File: src/rtl/windowed_feature_extractor.sv
`default_nettype none
// ---------------------------------------------------------------------------
// windowed_feature_extractor : sliding-window mean / variance / std engine
// Rev 1.0
// ---------------------------------------------------------------------------
module windowed_feature_extractor #(
  parameter int DATA_W   = 16,
  parameter int WIN_LOG2 = 7,
  parameter int HOP      = 32
) (
  input  logic                clk,
  input  logic                reset_n,
  input  logic                i_sclr,
  input  logic                i_data_valid,
  input  logic [DATA_W-1:0]   i_sample,
  output logic                o_feature_valid,
  output logic [DATA_W-1:0]   o_feature_mean,
  output logic [2*DATA_W-1:0] o_feature_var,
  output logic [DATA_W-1:0]   o_feature_std,
  output logic                o_window_ready,
  output logic                o_overrun
);

  localparam int c_W      = 1 << WIN_LOG2;
  localparam int c_FILL_W = WIN_LOG2 + 1;
  localparam int c_SUM_W  = DATA_W + WIN_LOG2;
  localparam int c_SQ_W   = 2*DATA_W + WIN_LOG2;
  localparam int c_VAR_W  = 2*DATA_W;
  localparam int c_HOP_W  = (HOP > 1) ? $clog2(HOP) : 1;
  localparam int c_CNT_W  = $clog2(DATA_W + 1);
  localparam int c_REM_W  = DATA_W + 4;

  localparam logic [c_FILL_W-1:0] c_FILL_FULL = {1'b1, {WIN_LOG2{1'b0}}};
  localparam logic [c_FILL_W-1:0] c_FILL_LAST = {1'b0, {WIN_LOG2{1'b1}}};
  localparam logic [c_HOP_W-1:0]  c_HOP_LAST  = c_HOP_W'(HOP - 1);
  localparam logic [c_CNT_W-1:0]  c_SQRT_LAST = c_CNT_W'(DATA_W - 1);

  typedef enum logic [1:0] {
    S_IDLE = 2'd0,
    S_CALC = 2'd1,
    S_SQRT = 2'd2,
    S_DONE = 2'd3
  } state_t;

  // Sample path state
  logic [DATA_W-1:0]   r_buf [c_W];
  logic [WIN_LOG2-1:0] r_wr_ptr;
  logic [c_FILL_W-1:0] r_fill;
  logic [c_HOP_W-1:0]  r_hop;
  logic [c_SUM_W-1:0]  r_sum;
  logic [c_SQ_W-1:0]   r_sumsq;
  logic                r_window_ready;

  // Feature FSM state
  state_t              r_state;
  logic [DATA_W-1:0]   r_mean;
  logic [c_VAR_W-1:0]  r_var;
  logic [c_VAR_W-1:0]  r_rad;
  logic [c_REM_W-1:0]  r_rem;
  logic [DATA_W-1:0]   r_root;
  logic [c_CNT_W-1:0]  r_cnt;
  logic                r_feature_valid;
  logic [DATA_W-1:0]   r_feature_mean;
  logic [c_VAR_W-1:0]  r_feature_var;
  logic [DATA_W-1:0]   r_feature_std;
  logic                r_overrun;

  logic                w_accept;
  logic                w_full;
  logic                w_fill_last;
  logic                w_trigger;
  logic [DATA_W-1:0]   w_old;
  logic [c_VAR_W-1:0]  w_new_sq;
  logic [c_VAR_W-1:0]  w_old_sq;
  logic [c_SUM_W-1:0]  w_new_ext;
  logic [c_SUM_W-1:0]  w_old_ext;
  logic [c_SQ_W-1:0]   w_new_sq_ext;
  logic [c_SQ_W-1:0]   w_old_sq_ext;
  logic [DATA_W-1:0]   w_mean;
  logic [c_VAR_W-1:0]  w_ms;
  logic [c_VAR_W-1:0]  w_mean_sq;
  logic [c_VAR_W-1:0]  w_var;
  logic                w_rem_neg;
  logic [c_REM_W-1:0]  w_rem_sh;
  logic [c_REM_W-1:0]  w_rem_nxt;
  logic [DATA_W-1:0]   w_root_nxt;

  assign w_accept    = i_data_valid & ~i_sclr;
  assign w_full      = (r_fill == c_FILL_FULL);
  assign w_fill_last = ~w_full & (r_fill == c_FILL_LAST);
  assign w_trigger   = w_accept & (w_fill_last | (w_full & (r_hop == c_HOP_LAST)));

  // Until the window has filled, the slot being overwritten holds no live sample
  assign w_old        = w_full ? r_buf[r_wr_ptr] : '0;
  assign w_new_sq     = {{DATA_W{1'b0}}, i_sample} * {{DATA_W{1'b0}}, i_sample};
  assign w_old_sq     = {{DATA_W{1'b0}}, w_old} * {{DATA_W{1'b0}}, w_old};
  assign w_new_ext    = {{WIN_LOG2{1'b0}}, i_sample};
  assign w_old_ext    = {{WIN_LOG2{1'b0}}, w_old};
  assign w_new_sq_ext = {{WIN_LOG2{1'b0}}, w_new_sq};
  assign w_old_sq_ext = {{WIN_LOG2{1'b0}}, w_old_sq};

  assign w_mean    = r_sum[c_SUM_W-1 -: DATA_W];
  assign w_ms      = r_sumsq[c_SQ_W-1 -: c_VAR_W];
  assign w_mean_sq = {{DATA_W{1'b0}}, w_mean} * {{DATA_W{1'b0}}, w_mean};
  assign w_var     = (w_ms >= w_mean_sq) ? (w_ms - w_mean_sq) : '0;

  // Non-restoring root step; the remainder is bounded so its top two bits both carry the sign
  assign w_rem_neg  = |r_rem[c_REM_W-1 -: 2];
  assign w_rem_sh   = {r_rem[c_REM_W-3:0], r_rad[c_VAR_W-1 -: 2]};
  assign w_rem_nxt  = w_rem_neg ? (w_rem_sh + {2'b00, r_root, 2'b11})
                                : (w_rem_sh - {2'b00, r_root, 2'b01});
  assign w_root_nxt = {r_root[DATA_W-2:0], ~w_rem_nxt[c_REM_W-1]};

  always_ff @(posedge clk) begin
    if (w_accept) begin
      r_buf[r_wr_ptr] <= i_sample;
    end
  end

  always_ff @(posedge clk or negedge reset_n) begin
    if (!reset_n) begin
      r_wr_ptr       <= '0;
      r_fill         <= '0;
      r_hop          <= '0;
      r_sum          <= '0;
      r_sumsq        <= '0;
      r_window_ready <= 1'b0;
    end else if (i_sclr) begin
      r_wr_ptr       <= '0;
      r_fill         <= '0;
      r_hop          <= '0;
      r_sum          <= '0;
      r_sumsq        <= '0;
      r_window_ready <= 1'b0;
    end else if (i_data_valid) begin
      r_wr_ptr <= r_wr_ptr + WIN_LOG2'(1);
      r_sum    <= r_sum + w_new_ext - w_old_ext;
      r_sumsq  <= r_sumsq + w_new_sq_ext - w_old_sq_ext;
      if (!w_full) begin
        r_fill <= r_fill + c_FILL_W'(1);
      end
      if (w_fill_last) begin
        r_window_ready <= 1'b1;
      end
      if (w_trigger) begin
        r_hop <= '0;
      end else if (w_full) begin
        r_hop <= r_hop + c_HOP_W'(1);
      end
    end
  end

  always_ff @(posedge clk or negedge reset_n) begin
    if (!reset_n) begin
      r_state         <= S_IDLE;
      r_mean          <= '0;
      r_var           <= '0;
      r_rad           <= '0;
      r_rem           <= '0;
      r_root          <= '0;
      r_cnt           <= '0;
      r_feature_valid <= 1'b0;
      r_feature_mean  <= '0;
      r_feature_var   <= '0;
      r_feature_std   <= '0;
      r_overrun       <= 1'b0;
    end else begin
      r_feature_valid <= 1'b0;
      r_overrun       <= w_trigger & (r_state != S_IDLE);
      if (i_sclr) begin
        r_state <= S_IDLE;
      end else begin
        case (r_state)
          S_IDLE: begin
            if (w_trigger) begin
              r_state <= S_CALC;
            end
          end
          S_CALC: begin
            r_mean  <= w_mean;
            r_var   <= w_var;
            r_rad   <= w_var;
            r_rem   <= '0;
            r_root  <= '0;
            r_cnt   <= c_SQRT_LAST;
            r_state <= S_SQRT;
          end
          S_SQRT: begin
            r_rad  <= {r_rad[c_VAR_W-3:0], 2'b00};
            r_rem  <= w_rem_nxt;
            r_root <= w_root_nxt;
            if (r_cnt == '0) begin
              r_state <= S_DONE;
            end else begin
              r_cnt <= r_cnt - c_CNT_W'(1);
            end
          end
          S_DONE: begin
            r_feature_mean  <= r_mean;
            r_feature_var   <= r_var;
            r_feature_std   <= r_root;
            r_feature_valid <= 1'b1;
            r_state         <= S_IDLE;
          end
          default: r_state <= S_IDLE;
        endcase
      end
    end
  end

  assign o_feature_valid = r_feature_valid;
  assign o_feature_mean  = r_feature_mean;
  assign o_feature_var   = r_feature_var;
  assign o_feature_std   = r_feature_std;
  assign o_window_ready  = r_window_ready;
  assign o_overrun       = r_overrun;

endmodule
`default_nettype wire

File: config.mk
export PLATFORM = sky130hd
export DESIGN_NAME = windowed_feature_extractor
export DESIGN_NICKNAME = d
export VERILOG_FILES = /design/src/rtl/windowed_feature_extractor.sv
export SDC_FILE = /design/constraint.sdc
export NUM_CORES = 2
export LEC_CHECK = 0
export CORE_MARGIN = 3
export CORE_UTILIZATION = 40
export DETAILED_ROUTE_END_ITERATION = 10
export HOLD_SLACK_MARGIN = 0.03
export SYNTH_ARGS = -nofsm -noshare
export SYNTH_HDL_FRONTEND = slang
export SYNTH_SLANG_ARGS = --single-unit
File: constraint.sdc
create_clock -name clk -period 10.2 [get_ports clk]
set_input_delay 2.04 -clock clk [delete_from_list [all_inputs] [get_ports clk]]
set_output_delay 2.04 -clock clk [all_outputs]
set_load 0.005 [all_outputs]
==> metrics <==
drt pass-1 iters 9; most common cell after layout, fill and taps aside edfxtp_1; Yosys Warn Count 0; final hold vios 0; num ports 87; Mapped Cells 8476; Post-Syn Nets 9509; clk buf depth 4; reg2reg end r_sumsq[31]; overflow left after global routing 0; vias in the first global route 77800; die area 301000 um2; largest net degree at the start of global routing 95; FF+latch count, synth 2320; Min-Delay Endpoint r_mean[0]; post-synth top area share 52.2%; clock transition at the registers of the reported paths 0.07 ns; core box area 292000 um2; FMAX 98.1 MHz; Reg area 68300 um2; 1st-iter DRT viols 9071; Worst Clk Skew 0.0957 ns; critical path class reg2reg; first-pass GRT wire length 561000 um; DR DRC count 0; routability cong. 0.962; area grow syn2layout 18.1%; post-synthesis sequential area ratio 57.9%; Max Cap Viol 0; P_sw 0.0215 W; sw frac 40.7%; commonest non-fill, non-tap cells in the layout edfxtp_1 (2048), buf_4 (931), inv_1 (929); startpoint types register; Slowest-stage cell, CP a221oi_1; max incr delay on CP 0.72 ns; vias per std cell 5.74; nets 10400; Post-Syn Area 118000 um2; setup violators final 0; hold crit path type reg2reg; IO buf count 86; synth top area cells edfxtp_1 (52%), fa_1 (10%), dfrtp_1 (5.8%); Clock Power Share 16.6%; asr flop ratio synth 11.7%; worst-margin pin slew 1.15 ns; CP top delay family adder cells; Worst IR Drop VDD 0.00138 V; die height 549 um; clock latency at the later pin of the worst-skew pair 0.95 ns; Critical Path AT 10.92 ns; HP Start r_mean[0]; Routed WL 391000 um; # fillers 25200; Logic pwr share 62.7%; dpl cells 13000; initial antenna violation count 21; Tmin final 10.19 ns; Worst R2R Start r_wr_ptr[1]; P_leak 53.0 nW; Slew Limit Fails 0; Slew Limit Headroom 22.9%; worst reg2reg setup slack 0.01 ns; RSZ-0062 raised after global routing true; CP endpoint kind register; design internal power 0.0313 W; layout cells sized above 1 20.1%; HPWL after DPL 274000 um; hold_ws 0.476 ns; Starting Density 40.4%; Pwr Density 379 nW/um2; synthesized area per cell 13.9 um2; CTS tree built; hold path depth 2; most used cell along the critical path fa_1; Unique masters post-synth 100; main flop type after synthesis edfxtp_1; H-Tree Depth 4; Clock Tree Root clkbuf_16; total vias in the final route 77500; fin util 47.7%; Site Rows 198; Chip Width 549 um; Final period util 99.9%; Worst Path Buf+Inv 13; GRT Util Overall 25.5%; EDFF count, synth 2048; status finished clean; footprint of the multi-input gates 44600 um2; Critical Path RT 10.93 ns; Flop pwr share 20.7%; CTS Buf Count 242; CP Max Fanout 12; cell taking the most area after synthesis edfxtp_1; clk sink count 2320; WL/cell 29.0 um; Detail Route Antenna Nets 0; FF-to-FF path depth 39; Post-Layout Cell Count 13500
cell families (layout without fill, tap and decap cells):
logic type | count (synthesis) | in the layout | synth area share (%)
compound gates | 1531 | 1531 | 9.28
xor+xnor | 158 | 158 | 1.17
fa+ha+maj | 1013 | 1013 | 14.7
buf+inv | 1406 | 2524 | 5.08
flops | 2320 | 2320 | 57.9
mux | 548 | 548 | 6.16
other cells | 0 | 8 | 0
simple gates | 1500 | 1501 | 5.71
sequential cells by signal (all words and copies together), names as in the netlist, 7 cells and up:
name            flops
r_rad              32
r_rem              20
o_feature_mean     16
r_var              32
o_feature_var      32
r_buf            2048
r_sum              23
r_fill              8
r_root             16
r_sumsq            39
o_feature_std      16
r_mean             16
r_wr_ptr            7
worst register-to-register path, delay by kind of cell (launching register included):
kind            cells  cell delay [ns]
mux                 2             0.54
flops               1             0.48
buf+inv            13             1.60
fa+ha+maj           9             3.74
simple gates        5             1.20
compound gates     10             2.43
layout make-up:
cell class / count / share of cell area, %
Sequential cell: 2320 / 49.1
Multi-Input combinational cell: 4751 / 32.0
Timing Repair Buffer: 1128 / 7.23
Clock buffer: 291 / 4.50
Tap cell: 3900 / 3.50
Inverter: 960 / 2.60
Clock inverter: 145 / 1.07
Antenna cell: 8 / 0.0144
how the worst max path moves through the flow:
stage	cells past startpoint	to	slack (ns)	startpoint
6_report	39	r_sumsq[31]	0.01	r_wr_ptr[1]
5_1_grt	39	r_sumsq[38]	-0.23	r_wr_ptr[1]
4_1_cts	40	r_sumsq[35]	0.0004	r_wr_ptr[1]
3_5_place_dp	37	r_sumsq[31]	-1.14	r_wr_ptr[0]
3_3_place_gp	38	r_sumsq[37]	-1.14	r_wr_ptr[0]
2_1_floorplan	37	r_sumsq[31]	0.77	r_wr_ptr[0]
Yosys cell counts, types with 14 or more instances:
master and count:
a221o_1 34, a21o_1 69, dfrtp_1 272, mux2_1 33, a21oi_1 273, nand2_1 430
o221ai_1 27, o211ai_1 26, xnor2_1 85, buf_4 56, clkbuf_1 203, nor2b_1 35
o31ai_1 42, a211oi_1 39, mux2_2 187, a31oi_1 41, buf_2 113, fa_1 614
buf_6 40, and2_1 56, inv_1 942, edfxtp_1 2048, o21bai_1 14, a221oi_1 292
and3_1 24, o21ai_0 202, a22oi_1 184, xor2_1 73, nor2_1 604, mux4_2 120
or3_1 43, nand4_1 28, nor3_1 68, nand2b_1 53, or2_1 27, o22a_1 18
buf_1 28, nand3_1 65, o22ai_1 79, or2_2 19, ha_1 399, a22o_1 47
mux2i_1 207, o21a_1 23
timing repair:
action,4_1_cts,5_1_grt
resized for setup,67,133
setup buffers,21,32
hold buffers,0,0
setup endpoints to repair,26,20
cloned,2,2
pin swaps,23,81
metal layers:
layer	global-route usage [%]	wire length (um)
met5	0	91
met3	4.99	37800
met4	10.8	19200
met2	39.9	178000
met1	34.7	156000
power groups by stage:
stage	Clock, W	Combinational [W]	Sequential (W)
after floorplan	0	0.0184	0.0110
after global placement	0	0.0294	0.0111
after detailed placement	0	0.0296	0.0111
after CTS	0.00886	0.0309	0.0109
after global routing	0.00925	0.0367	0.0109
final	0.00875	0.0331	0.0109
through the flow:
step | TNS (ns) | power (W) | instance area [um2] | setup slack, ns
floorplan | 0 | 0.0294 | 118000 | 0.772
global placement | -15.23 | 0.0405 | 130000 | -1.14
detailed placement | -14.98 | 0.0407 | 130000 | -1.14
CTS | 0 | 0.0507 | 138000 | 0.000441
global route | -1.07 | 0.0568 | 139000 | -0.230
finish | 0 | 0.0528 | 139000 | 0.00995
(Power assumes the default switching activity.)
